## config.mk

```make
export PLATFORM = sky130hd
export DESIGN_NAME = sync_fifo_v3
export DESIGN_NICKNAME = d
export VERILOG_FILES = /design/src/rtl/sync_fifo_v3.sv
export SDC_FILE = /design/constraint.sdc
export NUM_CORES = 1
export LEC_CHECK = 0
export ABC_AREA = 1
export BUFFER_PORTS_ARGS = -buffer_cell sky130_fd_sc_hd__buf_2
export CORE_MARGIN = 2
export CORE_UTILIZATION = 40
export CTS_BUF_LIST = sky130_fd_sc_hd__clkbuf_8
export DETAILED_ROUTE_END_ITERATION = 8
export HOLD_SLACK_MARGIN = 0.03
export SYNTH_ARGS = -nofsm -noshare
export SYNTH_HDL_FRONTEND = slang
export SYNTH_SLANG_ARGS = --single-unit
```

## constraint.sdc

```tcl
create_clock -name clk -period 3.06 [get_ports clk]
set_input_delay 0.459 -clock clk [delete_from_list [all_inputs] [get_ports clk]]
set_output_delay 0.459 -clock clk [all_outputs]
set_load 0.01 [all_outputs]
```

## src/rtl/sync_fifo_v3.sv

```systemverilog
`default_nettype none
// ============================================================================
// Module   : sync_fifo_v3
// Brief    : Single-clock FIFO, standard or first-word-fall-through output,
//            programmable thresholds, overflow/underflow pulses.
// Revision : 1.0 - initial release
// ============================================================================
module sync_fifo_v3 #(
  parameter int AW            = 4,
  parameter int DW            = 16,
  parameter     RAM_STYLE_VAL = "block",
  parameter int FWFT          = 0
) (
  input  logic          clk,
  input  logic          rst,
  input  logic          wen,
  input  logic [DW-1:0] din,
  input  logic          ren,
  input  logic [AW:0]   prog_full_thresh,
  input  logic [AW:0]   prog_empty_thresh,
  output logic          full,
  output logic          empty,
  output logic          prog_full,
  output logic          prog_empty,
  output logic [AW:0]   room_avail,
  output logic [AW:0]   data_avail,
  output logic          overflow,
  output logic          underflow,
  output logic          dout_valid,
  output logic [DW-1:0] dout
);

  localparam int            c_words   = 1 << AW;
  localparam logic [AW:0]   c_depth   = (AW+1)'(c_words);
  localparam logic [AW:0]   c_cnt_one = (AW+1)'(1);
  localparam logic [AW-1:0] c_ptr_one = AW'(1);

  logic [AW-1:0] r_wptr, r_rptr;
  logic [AW:0]   r_cnt, r_room, w_cnt_nxt;
  logic          r_full, r_empty, r_prog_full, r_prog_empty;
  logic          r_overflow, r_underflow, r_dout_valid;
  logic [DW-1:0] r_dout, w_ram_q;
  logic          w_wr_acc, w_rd_acc, w_ram_rd, w_dout_valid_nxt, w_empty_nxt;

  assign w_wr_acc = wen & ~r_full;

  always_comb begin
    w_cnt_nxt = r_cnt;
    case ({w_wr_acc, w_rd_acc})
      2'b10:   w_cnt_nxt = r_cnt + c_cnt_one;
      2'b01:   w_cnt_nxt = r_cnt - c_cnt_one;
      default: w_cnt_nxt = r_cnt;
    endcase
  end

  generate
    if (RAM_STYLE_VAL == "block") begin : g_ram_block
      (* ram_style = "block" *) logic [DW-1:0] mem [c_words];
      always_ff @(posedge clk)
        if (w_wr_acc) mem[r_wptr] <= din;
      assign w_ram_q = mem[r_rptr];
    end else begin : g_ram_styled
      (* ram_style = RAM_STYLE_VAL *) logic [DW-1:0] mem [c_words];
      always_ff @(posedge clk)
        if (w_wr_acc) mem[r_wptr] <= din;
      assign w_ram_q = mem[r_rptr];
    end
  endgenerate

  generate
    if (FWFT != 0) begin : g_fwft
      logic        r_wr_last;
      logic [AW:0] w_ram_cnt;
      // A word written on the previous edge is not yet eligible for prefetch,
      // giving the two-edge write-to-head latency.
      assign w_rd_acc         = ren & r_dout_valid;
      assign w_ram_cnt        = r_cnt - {{AW{1'b0}}, r_dout_valid};
      assign w_ram_rd         = (~r_dout_valid | w_rd_acc) &
                                (w_ram_cnt > {{AW{1'b0}}, r_wr_last});
      assign w_dout_valid_nxt = w_ram_rd | (r_dout_valid & ~w_rd_acc);
      assign w_empty_nxt      = ~w_dout_valid_nxt;
      always_ff @(posedge clk or posedge rst)
        if (rst) r_wr_last <= 1'b0;
        else     r_wr_last <= w_wr_acc;
    end else begin : g_std
      assign w_rd_acc         = ren & ~r_empty;
      assign w_ram_rd         = w_rd_acc;
      assign w_dout_valid_nxt = w_rd_acc;
      assign w_empty_nxt      = (w_cnt_nxt == '0);
    end
  endgenerate

  always_ff @(posedge clk or posedge rst) begin
    if (rst) begin
      r_wptr       <= '0;
      r_rptr       <= '0;
      r_cnt        <= '0;
      r_room       <= c_depth;
      r_full       <= 1'b0;
      r_empty      <= 1'b1;
      r_prog_full  <= 1'b0;
      r_prog_empty <= 1'b1;
      r_overflow   <= 1'b0;
      r_underflow  <= 1'b0;
      r_dout_valid <= 1'b0;
      r_dout       <= '0;
    end else begin
      if (w_wr_acc) r_wptr <= r_wptr + c_ptr_one;
      if (w_ram_rd) begin
        r_rptr <= r_rptr + c_ptr_one;
        r_dout <= w_ram_q;
      end
      r_cnt        <= w_cnt_nxt;
      r_room       <= c_depth - w_cnt_nxt;
      r_full       <= (w_cnt_nxt == c_depth);
      r_empty      <= w_empty_nxt;
      r_prog_full  <= (w_cnt_nxt >= prog_full_thresh);
      r_prog_empty <= (w_cnt_nxt <= prog_empty_thresh);
      r_overflow   <= wen & r_full;
      r_underflow  <= ren & r_empty;
      r_dout_valid <= w_dout_valid_nxt;
    end
  end

  assign full       = r_full;
  assign empty      = r_empty;
  assign prog_full  = r_prog_full;
  assign prog_empty = r_prog_empty;
  assign room_avail = r_room;
  assign data_avail = r_cnt;
  assign overflow   = r_overflow;
  assign underflow  = r_underflow;
  assign dout_valid = r_dout_valid;
  assign dout       = r_dout;

endmodule
`default_nettype wire

```

==> results of run 1 <==
==> critical path: cells and delay by family (launching register included) <==
kind	cells	cell delay [ns]
and+or+nand+nor	12	0.88
DFF	1	0.57
adders and majority gates	2	0.53
AOI/OAI and AO/OA	2	0.35
xor gates and xnor gates	1	0.17
buffers and inverters	3	0.16
==> timing repair <==
action                     CTS  global route
setup endpoints to repair    0             0
hold buffers                 1             0
buffers inserted             0             0
hold endpoints to repair    20             0
==> worst min-delay path by stage <==
stage / to / slack, ns / cells past startpoint
3_3_place_gp: dout[10]$_DFFE_PP0P_ / 0.46 / 2
2_1_floorplan: overflow$_DFF_PP0_ / 0.51 / 2
6_report: overflow$_DFF_PP0_ / 0.13 / 3
3_5_place_dp: dout[11]$_DFFE_PP0P_ / 0.47 / 2
4_1_cts: overflow$_DFF_PP0_ / 0.1 / 3
5_1_grt: overflow$_DFF_PP0_ / 0.12 / 3
==> synthesized netlist by cell type, drive strengths merged <==
cell    instances
nand4           4
dfrtp          37
nor2          186
o22ai          53
xor2           10
o21ai         155
a21oi           4
o32ai           2
nor3            3
nand3          20
clkinv          1
nand2          65
nand3b          1
edfxtp        256
a31o            1
inv            39
buf            20
xnor2           2
o211ai          1
a31oi           7
o221ai         18
dfstp           3
ha             18
clkbuf         37
==> sequential cells by signal, indices dropped and copies added, names as in the netlist <==
register         cells
data_avail           4
prog_empty           1
prog_full            1
dout_valid           1
room_avail           5
r_rptr               4
dout                16
full                 1
r_wptr               4
g_ram_block.mem    256
empty                1
overflow             1
underflow            1
==> metrics by stage <==
stage	cells	utilization, %	hold slack, ns	power, mW	instance area (um2)
2_1_floorplan	943	-	0.515	8.22	12000
3_3_place_gp	1370	43.4	0.460	9.69	12800
3_5_place_dp	1370	43.4	0.466	9.74	12800
4_1_cts	1456	46.4	0.0989	12.9	13700
5_1_grt	1456	46.4	0.120	13.6	13700
6_report	1456	46.4	0.129	12.7	13700
==> power by group <==
| group | switching, mW | total, mW | leakage (nW) | internal [mW] |
|---|---|---|---|---|
| sequential | 0.253 | 5.27 | 2.78 | 5.02 |
| clock | 1.48 | 3.09 | 0.521 | 1.61 |
| combinational | 2.97 | 4.39 | 1.68 | 1.42 |
| total | 4.71 | 12.7 | 4.98 | 8.04 |
==> cells by family (layout without fill, tap and decap cells) <==
group	after synthesis	in the layout	share of synthesized area [%]
AND/OR/NAND/NOR	279	279	9.68
XOR/XNOR	12	12	1.00
AO/OA/AOI/OAI	241	241	11.5
flip-flops	296	296	72.7
adder cells (fa/ha/maj)	18	18	1.88
buffers and inverters	97	220	3.24
==> layout make-up <==
type                            instances  area [um2]  share of cell area [%]
Sequential cell                       296        8700                    63.4
Multi-Input combinational cell        550        2920                    21.3
Clock buffer                           54         743                    5.42
Timing Repair Buffer                   95         598                    4.36
Tap cell                              390         488                    3.56
Inverter                               40         151                    1.10
Clock inverter                         31         129                   0.939
==> layer usage <==
layer	GRT usage (%)	routed length, um
met1	25.4	12700
met2	29.2	13100
met5	0	0
met4	5.85	557
met3	3.24	1790
==> results.ini, run 1 <==
[outcome]
status=completed

[synth]
synth_fp_nets=991
synthCells=943
synthDistinctLibCells=37
yosysSeqAreaShare_pct=72.7
avgSynthCellArea_um2=12.7
syn-cell-area_um2=12000
yosysWarnings=0
synth_seq_cells=296
synthTopCellsByArea=edfxtp_1 64%, dfrtp_1 7.7%, o21ai_0 6.4%, nor2_1 5.8%, o22ai_1 2.8%
yosys.area.top_type=edfxtp_1
yosysTopAreaCellShare_pct=64.3

[power_and_ir_drop]
power.density_nw_per_um2=929
ir_drop_mv=0.423
p_leak_nw=4.98

[setup_path]
endpoint=prog_empty$_DFF_PP1_
regToRegSetupSlack_ns=0.32
crit_path_max_fanout=5
path_cells=nor2_4, nand2_4, nand2_1, nand2_1, inv_1, ha_1, a21oi_1, nor3_2, a21oi_2, nor2_1, nor2_1, nand2_1, xor2_2, inv_2, ha_1, nand3_2, nand2_1, inv_1, nand3_1, nand2_1
critPathLaunchType=register
endpoint_kind=register
timing.rr.start=empty$_DFF_PP1_
crit_start=empty$_DFF_PP1_
critPathSlowestCell=dfstp_2
crit_top_cell=nand2_1
path_class=reg -> reg
max_stage_delay_ns=0.57
required_ns=3.54
worstReg2RegEnd=prog_empty$_DFF_PP1_
critPathArrivalTime_ns=3.22
ff2ff_path_depth=20

[hold_path]
min_path_type=in -> reg
holdCritStartpoint=wen

[routing]
wl_per_cell_um=19.3
drt_pass1_iterations=5
route.antenna.remaining_nets=0
drtIter0Drc=719
drt-total-wl_mm=28.1
drcViolationCount=0
drt-vias-per-instance=5.22
vias=7595

[sta]
fin_crit_sh_pct=89.5
report.final.slew_viol_count=0
tightestPinTransition_ns=1.02
fmax_ghz=0.365
finalSetupViolations=0
slew_headroom_pct=31.9
layout_setup_ws_ns=0.322
final_hold_viol_count=0
min_period_ns=2.74
clock_skew_ns=0.0144
rsz0062_at_grt=false
tns_ns=0

[layout]
fillers=2676
mostFrequentLayoutCell=edfxtp_1
syn2layout_area_growth_pct=14.8
finalNetCount=1079
diodes=0
drive_above_1_share_pct=18.5
final_cell_mix=256 x edfxtp_1, 168 x nor2_1, 153 x o21ai_0

[clock_network]
htree_levels=2
insertion_delay_ns=0.56
clkSinkCount=296
tritoncts=done
clockBufferDepth=3
post_cts_resized=0
numCtsBuffers=48
root_buffer=clkbuf_8
clk_pin_slew_worst_paths_ns=0.06

[floorplan]
dieArea_um2=31300
dieWidth_um=177
floorplan.initialDensity_pct=40.4
fp.dieH_um=177
ios=63
num_rows=63
core_um2=29600

[grt]
grt_usage_pct=18.3
grt_pass1_vias=7587
grt_max_degree=132
grt_antenna_before_repair=0
grt_pass1_wl_mm=43.4
gr-total-overflow=0

[job]
drv_cap=0

[placement]
globalplace.congestion=0.787
pre_cts_slack_ns=0.248
port_buffers=62
dp_hpwl_mm=15.9

Power figures use the tool's default switching activity.
==> run 2: changes to the inputs <==
CORE_UTILIZATION = 63   (was 40)
PLACE_DENSITY = 0.82   (was default)
==> results.ini, run 2 (same netlist as run 1, synthesis figures left out) <==
[outcome]
status=completed  ; unchanged

[grt]
grt_antenna_before_repair=1  ; was 0
grt_pass1_wl_mm=41.6  ; was 43.4 mm
grt_pass1_vias=7719  ; was 7587
grt_max_degree=81  ; was 132
gr-total-overflow=0  ; unchanged
grt_usage_pct=27.5  ; was 18.3%

[floorplan]
dieWidth_um=142  ; was 177 um
num_rows=50  ; was 63
core_um2=18600  ; was 29600 um2
fp.dieH_um=142  ; was 177 um
dieArea_um2=20100  ; was 31300 um2
floorplan.initialDensity_pct=64.1  ; was 40.4%
ios=63  ; unchanged

[setup_path]
max_stage_delay_ns=0.57  ; about the same
path_cells=nor2_4, nand2_4, nand2_1, nand2_1, inv_1, ha_1, a21oi_2, nor3_2, a21oi_2, nor2_1, nor2_1, nand2_1, xor2_2, inv_2, ha_1, nand3_2, nand2_1, inv_1, nand3_1, nand2_1  ; was nor2_4, nand2_4, nand2_1, nand2_1, inv_1, ha_1, a21oi_1, nor3_2, a21oi_2, nor2_1, nor2_1, nand2_1, xor2_2, inv_2, ha_1, nand3_2, nand2_1, inv_1, nand3_1, nand2_1
path_class=reg -> reg  ; unchanged
regToRegSetupSlack_ns=0.41  ; was 0.32 ns
endpoint_kind=register  ; unchanged
timing.rr.start=empty$_DFF_PP1_  ; unchanged
worstReg2RegEnd=prog_empty$_DFF_PP1_  ; unchanged
critPathArrivalTime_ns=3.13  ; was 3.22 ns
crit_path_max_fanout=5  ; unchanged
required_ns=3.54  ; about the same
ff2ff_path_depth=20  ; unchanged
crit_top_cell=nand2_1  ; unchanged
critPathSlowestCell=dfstp_2  ; unchanged
critPathLaunchType=register  ; unchanged

[power_and_ir_drop]
p_total_mw=12.8  ; was 12.7 mW
p_int_mw=8.02  ; was 8.04 mW
sw_frac_of_total_pct=37.2  ; was 36.9%
clkPwrFrac_pct=23.9  ; was 24.2%
p_leak_nw=4.96  ; was 4.98 nW
power.density_nw_per_um2=946  ; was 929 nW/um2
pwr-share-comb_pct=34.3  ; was 34.4%
p_seq_share_pct=41.8  ; was 41.3%
switching_power_mw=4.76  ; was 4.71 mW
ir_drop_mv=0.515  ; was 0.423 mV

[layout]
fillers=1178  ; was 2676
final_area_um2=13500  ; was 13700 um2
final_cell_mix=256 x edfxtp_1, 168 x nor2_1, 153 x o21ai_0  ; unchanged
regArea_um2=8700  ; about the same
syn2layout_area_growth_pct=13.1  ; was 14.8%
largest_register_ffs=256  ; unchanged
finalNetCount=1076  ; was 1079
multi_input_area_um2=2920  ; about the same
mostFrequentLayoutCell=edfxtp_1  ; unchanged
regMostFlops=g_ram_block.mem  ; unchanged
drive_above_1_share_pct=19.0  ; was 18.5%

[clock_network]
htree_levels=2  ; unchanged
numCtsBuffers=45  ; was 48
tritoncts=done  ; unchanged
clk_pin_slew_worst_paths_ns=0.06  ; about the same
clkSinkCount=296  ; unchanged
clockBufferDepth=3  ; unchanged
root_buffer=clkbuf_8  ; unchanged
post_cts_buffers=0  ; unchanged
insertion_delay_ns=0.55  ; was 0.56 ns

[hold_path]
min_path_type=in -> reg  ; unchanged
hold_depth=3  ; unchanged
min_to=overflow$_DFF_PP0_  ; unchanged
holdCritStartpoint=wen  ; unchanged

[sta]
fin_crit_sh_pct=86.6  ; was 89.5%
rsz0062_at_grt=false  ; unchanged
report.final.slew_viol_count=0  ; unchanged
finalSetupViolations=0  ; unchanged
min_period_ns=2.65  ; was 2.74 ns
tns_ns=0  ; unchanged
slew_headroom_pct=39.7  ; was 31.9%
final_hold_viol_count=0  ; unchanged
fmax_ghz=0.377  ; was 0.365 GHz
clock_skew_ns=0.0159  ; was 0.0144 ns
holdWs_ns=0.136  ; was 0.129 ns
tightestPinTransition_ns=0.904  ; was 1.02 ns

[routing]
routed.top_layer=met4  ; unchanged
route.antenna.remaining_nets=0  ; unchanged
wl_met3_mm=2.71  ; was 1.79 mm
wl_per_cell_um=20.8  ; was 19.3 um
wl_met2_mm=13.2  ; was 13.1 mm
drcViolationCount=0  ; unchanged
drtIter0Drc=900  ; was 719
drt-met1-wl_mm=10.4  ; was 12.7 mm
drt-vias-per-instance=6.15  ; was 5.22
drt-total-wl_mm=27.0  ; was 28.1 mm
vias=8000  ; was 7595
drt_pass1_iterations=5  ; unchanged

[placement]
dp_hpwl_mm=15.9  ; about the same
globalplace.congestion=0.832  ; was 0.787
port_buffers=62  ; unchanged
place_area_um2=12600  ; was 12800 um2

[job]
drv_cap=0  ; unchanged

run 2: cell types whose count changed in the layout (fill, tap and decap cells not counted), sizes merged:
cell,before,now
clkinv,11,18
diode,0,1
inv,59,51
run 2: worst max path at each step:
stage                          from              endpoint  slack [ns]
floorplan           empty$_DFF_PP1_  prog_empty$_DFF_PP1_        0.54
global placement                ren  prog_empty$_DFF_PP1_        0.32
detailed placement              ren  prog_empty$_DFF_PP1_        0.21
CTS                 empty$_DFF_PP1_  prog_empty$_DFF_PP1_        0.33
global route         full$_DFF_PP0_  prog_empty$_DFF_PP1_        0.05
finish              empty$_DFF_PP1_  prog_empty$_DFF_PP1_        0.41
run 2: routing by layer:
layer / track usage, % / vias to the layer above
met5: 0 / -
met4: 10.5 / 0
met3: 5.33 / 63
met2: 45.0 / 475
met1: 37.2 / 3864
li1: - / 3598
run 2: power groups by stage:
stage	combinational, mW	sequential (mW)	clock [mW]
after detailed placement	4.29	5.41	0
after global routing	4.81	5.40	3.25
after global placement	4.11	5.40	0
final	4.38	5.34	3.06
after floorplan	2.84	5.38	0
after CTS	4.33	5.34	3.08
run 2: metrics by stage:
stage / util (%) / instances / setup slack [ns]
after CTS: 72.5 / 1299 / 0.335
after detailed placement: 67.8 / 1214 / 0.207
after global routing: 72.5 / 1299 / 0.0544
final: 72.5 / 1300 / 0.410
after floorplan: - / 943 / 0.541
after global placement: 67.8 / 1214 / 0.323
run 2: area by class of cell:
type,instances,share of cell area [%]
Multi-Input combinational cell,550,21.6
Sequential cell,296,64.3
Inverter,40,1.12
Antenna cell,1,0.0185
Tap cell,234,2.17
Clock buffer,54,5.50
Timing Repair Buffer,95,4.33
Clock inverter,30,0.944
run 2: critical path, delay by kind of cell (launching register included):
family                   cells  cell delay (ns)
AND/OR/NAND/NOR             12             0.86
flip-flops                   1             0.57
AO/OA/AOI/OAI                2             0.27
XOR/XNOR                     1             0.17
buffers and inverters        3             0.17
adder cells (fa/ha/maj)      2             0.53
run 2: timing repair:
action,CTS,global route
gates resized for setup,0,1
endpoints found under the hold margin,13,0
endpoints found under the setup margin,0,1
hold buffers,1,0
==> run 3: changes to the inputs <==
RECOVER_POWER = 100   (was default)
==> results.ini, run 3 (same netlist as run 1, synthesis figures left out) <==
[sta]
rsz0062_at_grt=false  ; unchanged
final_hold_viol_count=0  ; unchanged
clock_skew_ns=0.0106  ; was 0.0159 ns
report.final.slew_viol_count=0  ; unchanged
fin_crit_sh_pct=88.7  ; was 86.6%
slew_headroom_pct=12.9  ; was 39.7%
tns_ns=0  ; unchanged
finalSetupViolations=0  ; unchanged
min_period_ns=2.71  ; was 2.65 ns
fmax_ghz=0.369  ; was 0.377 GHz
tightestPinTransition_ns=1.31  ; was 0.904 ns

[placement]
place_inst=1214  ; unchanged
place_area_um2=12600  ; unchanged
globalplace.congestion=0.832  ; unchanged
port_buffers=62  ; unchanged
dp_hpwl_mm=15.9  ; unchanged

[grt]
grt_pass1_wl_mm=41.6  ; unchanged
grt_pass1_vias=7719  ; unchanged
grt_antenna_before_repair=1  ; unchanged
grt_max_degree=81  ; unchanged
gr-total-overflow=0  ; unchanged
grt_usage_pct=27.5  ; unchanged

[layout]
regArea_um2=8690  ; was 8700 um2
finalNetCount=1076  ; unchanged
final_area_um2=13300  ; was 13500 um2
drive_above_1_share_pct=10.9  ; was 19.0%
fillers=1249  ; was 1178
final_cell_mix=256 x edfxtp_1, 182 x nor2_1, 153 x o21ai_0  ; was 256 x edfxtp_1, 168 x nor2_1, 153 x o21ai_0
regMostFlops=g_ram_block.mem  ; unchanged
mostFrequentLayoutCell=edfxtp_1  ; unchanged
instances_no_fill=1300  ; unchanged
largest_register_ffs=256  ; unchanged
multi_input_area_um2=2870  ; was 2920 um2
syn2layout_area_growth_pct=11.4  ; was 13.1%

[power_and_ir_drop]
power.density_nw_per_um2=949  ; was 946 nW/um2
p_int_mw=7.91  ; was 8.02 mW
p_seq_share_pct=42.3  ; was 41.8%
sw_frac_of_total_pct=37.4  ; was 37.2%
p_leak_nw=4.73  ; was 4.96 nW
ir_drop_mv=0.501  ; was 0.515 mV
switching_power_mw=4.73  ; was 4.76 mW
pwr-share-comb_pct=33.5  ; was 34.3%
clkPwrFrac_pct=24.2  ; was 23.9%

[floorplan]
fp.dieH_um=142  ; unchanged
ios=63  ; unchanged
core_um2=18600  ; unchanged
num_rows=50  ; unchanged
dieArea_um2=20100  ; unchanged
dieWidth_um=142  ; unchanged
floorplan.initialDensity_pct=64.1  ; unchanged

[routing]
wl_per_cell_um=20.9  ; was 20.8 um
drt_pass1_iterations=7  ; was 5
drt-vias-per-instance=6.14  ; was 6.15
route.antenna.remaining_nets=0  ; unchanged
drcViolationCount=0  ; unchanged
drtIter0Drc=1046  ; was 900
vias=7987  ; was 8000
drt-total-wl_mm=27.1  ; was 27.0 mm

[clock_network]
clockBufferDepth=3  ; unchanged
clkSinkCount=296  ; unchanged
numCtsBuffers=45  ; unchanged
tritoncts=done  ; unchanged
post_cts_buffers=0  ; unchanged
clk_pin_slew_worst_paths_ns=0.06  ; about the same
htree_levels=2  ; unchanged
root_buffer=clkbuf_8  ; unchanged
insertion_delay_ns=0.54  ; was 0.55 ns

[setup_path]
critPathSlowestCell=dfrtp_1  ; was dfstp_2
ff2ff_path_depth=8  ; was 20
endpoint_kind=register  ; unchanged
critPathLaunchType=register  ; unchanged
crit_start=r_rptr[0]$_DFFE_PP0P_  ; was empty$_DFF_PP1_
timing.rr.start=r_rptr[0]$_DFFE_PP0P_  ; was empty$_DFF_PP1_
path_class=reg -> reg  ; unchanged
max_stage_delay_ns=1.04  ; was 0.57 ns
required_ns=3.53  ; was 3.54 ns
critPathArrivalTime_ns=3.18  ; was 3.13 ns
crit_path_max_fanout=75  ; was 5
path_cells=buf_12, buf_4, o21ai_0, o22ai_1, nor2_1, nor2_1, o21ai_0, a31oi_1  ; was nor2_4, nand2_4, nand2_1, nand2_1, inv_1, ha_1, a21oi_2, nor3_2, a21oi_2, nor2_1, nor2_1, nand2_1, xor2_2, inv_2, ha_1, nand3_2, nand2_1, inv_1, nand3_1, nand2_1

[hold_path]
holdCritStartpoint=wen  ; unchanged
hold_depth=3  ; unchanged
min_path_type=in -> reg  ; unchanged

[job]
drv_cap=0  ; unchanged

[outcome]
status=completed  ; unchanged

run 3: per-stage QoR:
step                hold WS, ns  power, mW  setup WS (ns)  util, %
finish                    0.139       12.6          0.347     71.4
global route              0.146       13.3         0.0531     71.4
CTS                       0.118       12.8          0.335     72.5
detailed placement        0.465       9.70          0.207     67.8
global placement          0.460       9.51          0.323     67.8
floorplan                 0.515       8.22          0.541        -
run 3: worst max-delay path, delay by kind of cell, from the launching register on:
family                 cells  cell delay (ns)
flip-flops                 1             1.04
AND/OR/NAND/NOR            2             0.20
buffers and inverters      2             0.71
AO/OA/AOI/OAI              4             0.66
run 3: repair_timing:
| item | 4_1_cts | 5_1_grt |
|---|---|---|
| gates resized for setup | 0 | 1 |
| setup endpoints to repair | 0 | 1 |
| hold buffers | 1 | 0 |
| hold endpoints to repair | 13 | 0 |
run 3: worst paths after layout:
kind	endpoint	slack [ns]
max in group asynchronous	dout[6]$_DFFE_PP0P_	0.91
worst max register to register	dout[1]$_DFFE_PP0P_	0.35
worst min register to register	dout[12]$_DFFE_PP0P_	0.48
min in group asynchronous	r_wptr[3]$_DFFE_PP0P_	0.80
worst min-delay path	overflow$_DFF_PP0_	0.14
worst max-delay path	dout[1]$_DFFE_PP0P_	0.35
run 3: final cells by class:
type | count | share of cell area (%)
Antenna cell | 1 | 0.0188
Timing Repair Buffer | 95 | 3.29
Sequential cell | 296 | 65.3
Tap cell | 234 | 2.20
Clock buffer | 54 | 5.58
Clock inverter | 30 | 0.958
Multi-Input combinational cell | 550 | 21.6
Inverter | 40 | 1.14
run 3: layer usage:
layer	part of all wire, %	track usage [%]	up-vias
met5	0	0	-
met2	48	45.0	440
met1	39	37.2	3880
li1	-	-	3599
met3	9.9	5.33	68
met4	2.7	10.5	0
run 3: power by group through the flow:
stage          registers [mW]  clock network, mW  logic [mW]
3_5_place_dp             5.41                  0        4.29
3_3_place_gp             5.40                  0        4.11
5_1_grt                  5.41               3.25        4.65
6_report                 5.35               3.05        4.23
4_1_cts                  5.34               3.08        4.33
2_1_floorplan            5.38                  0        2.84
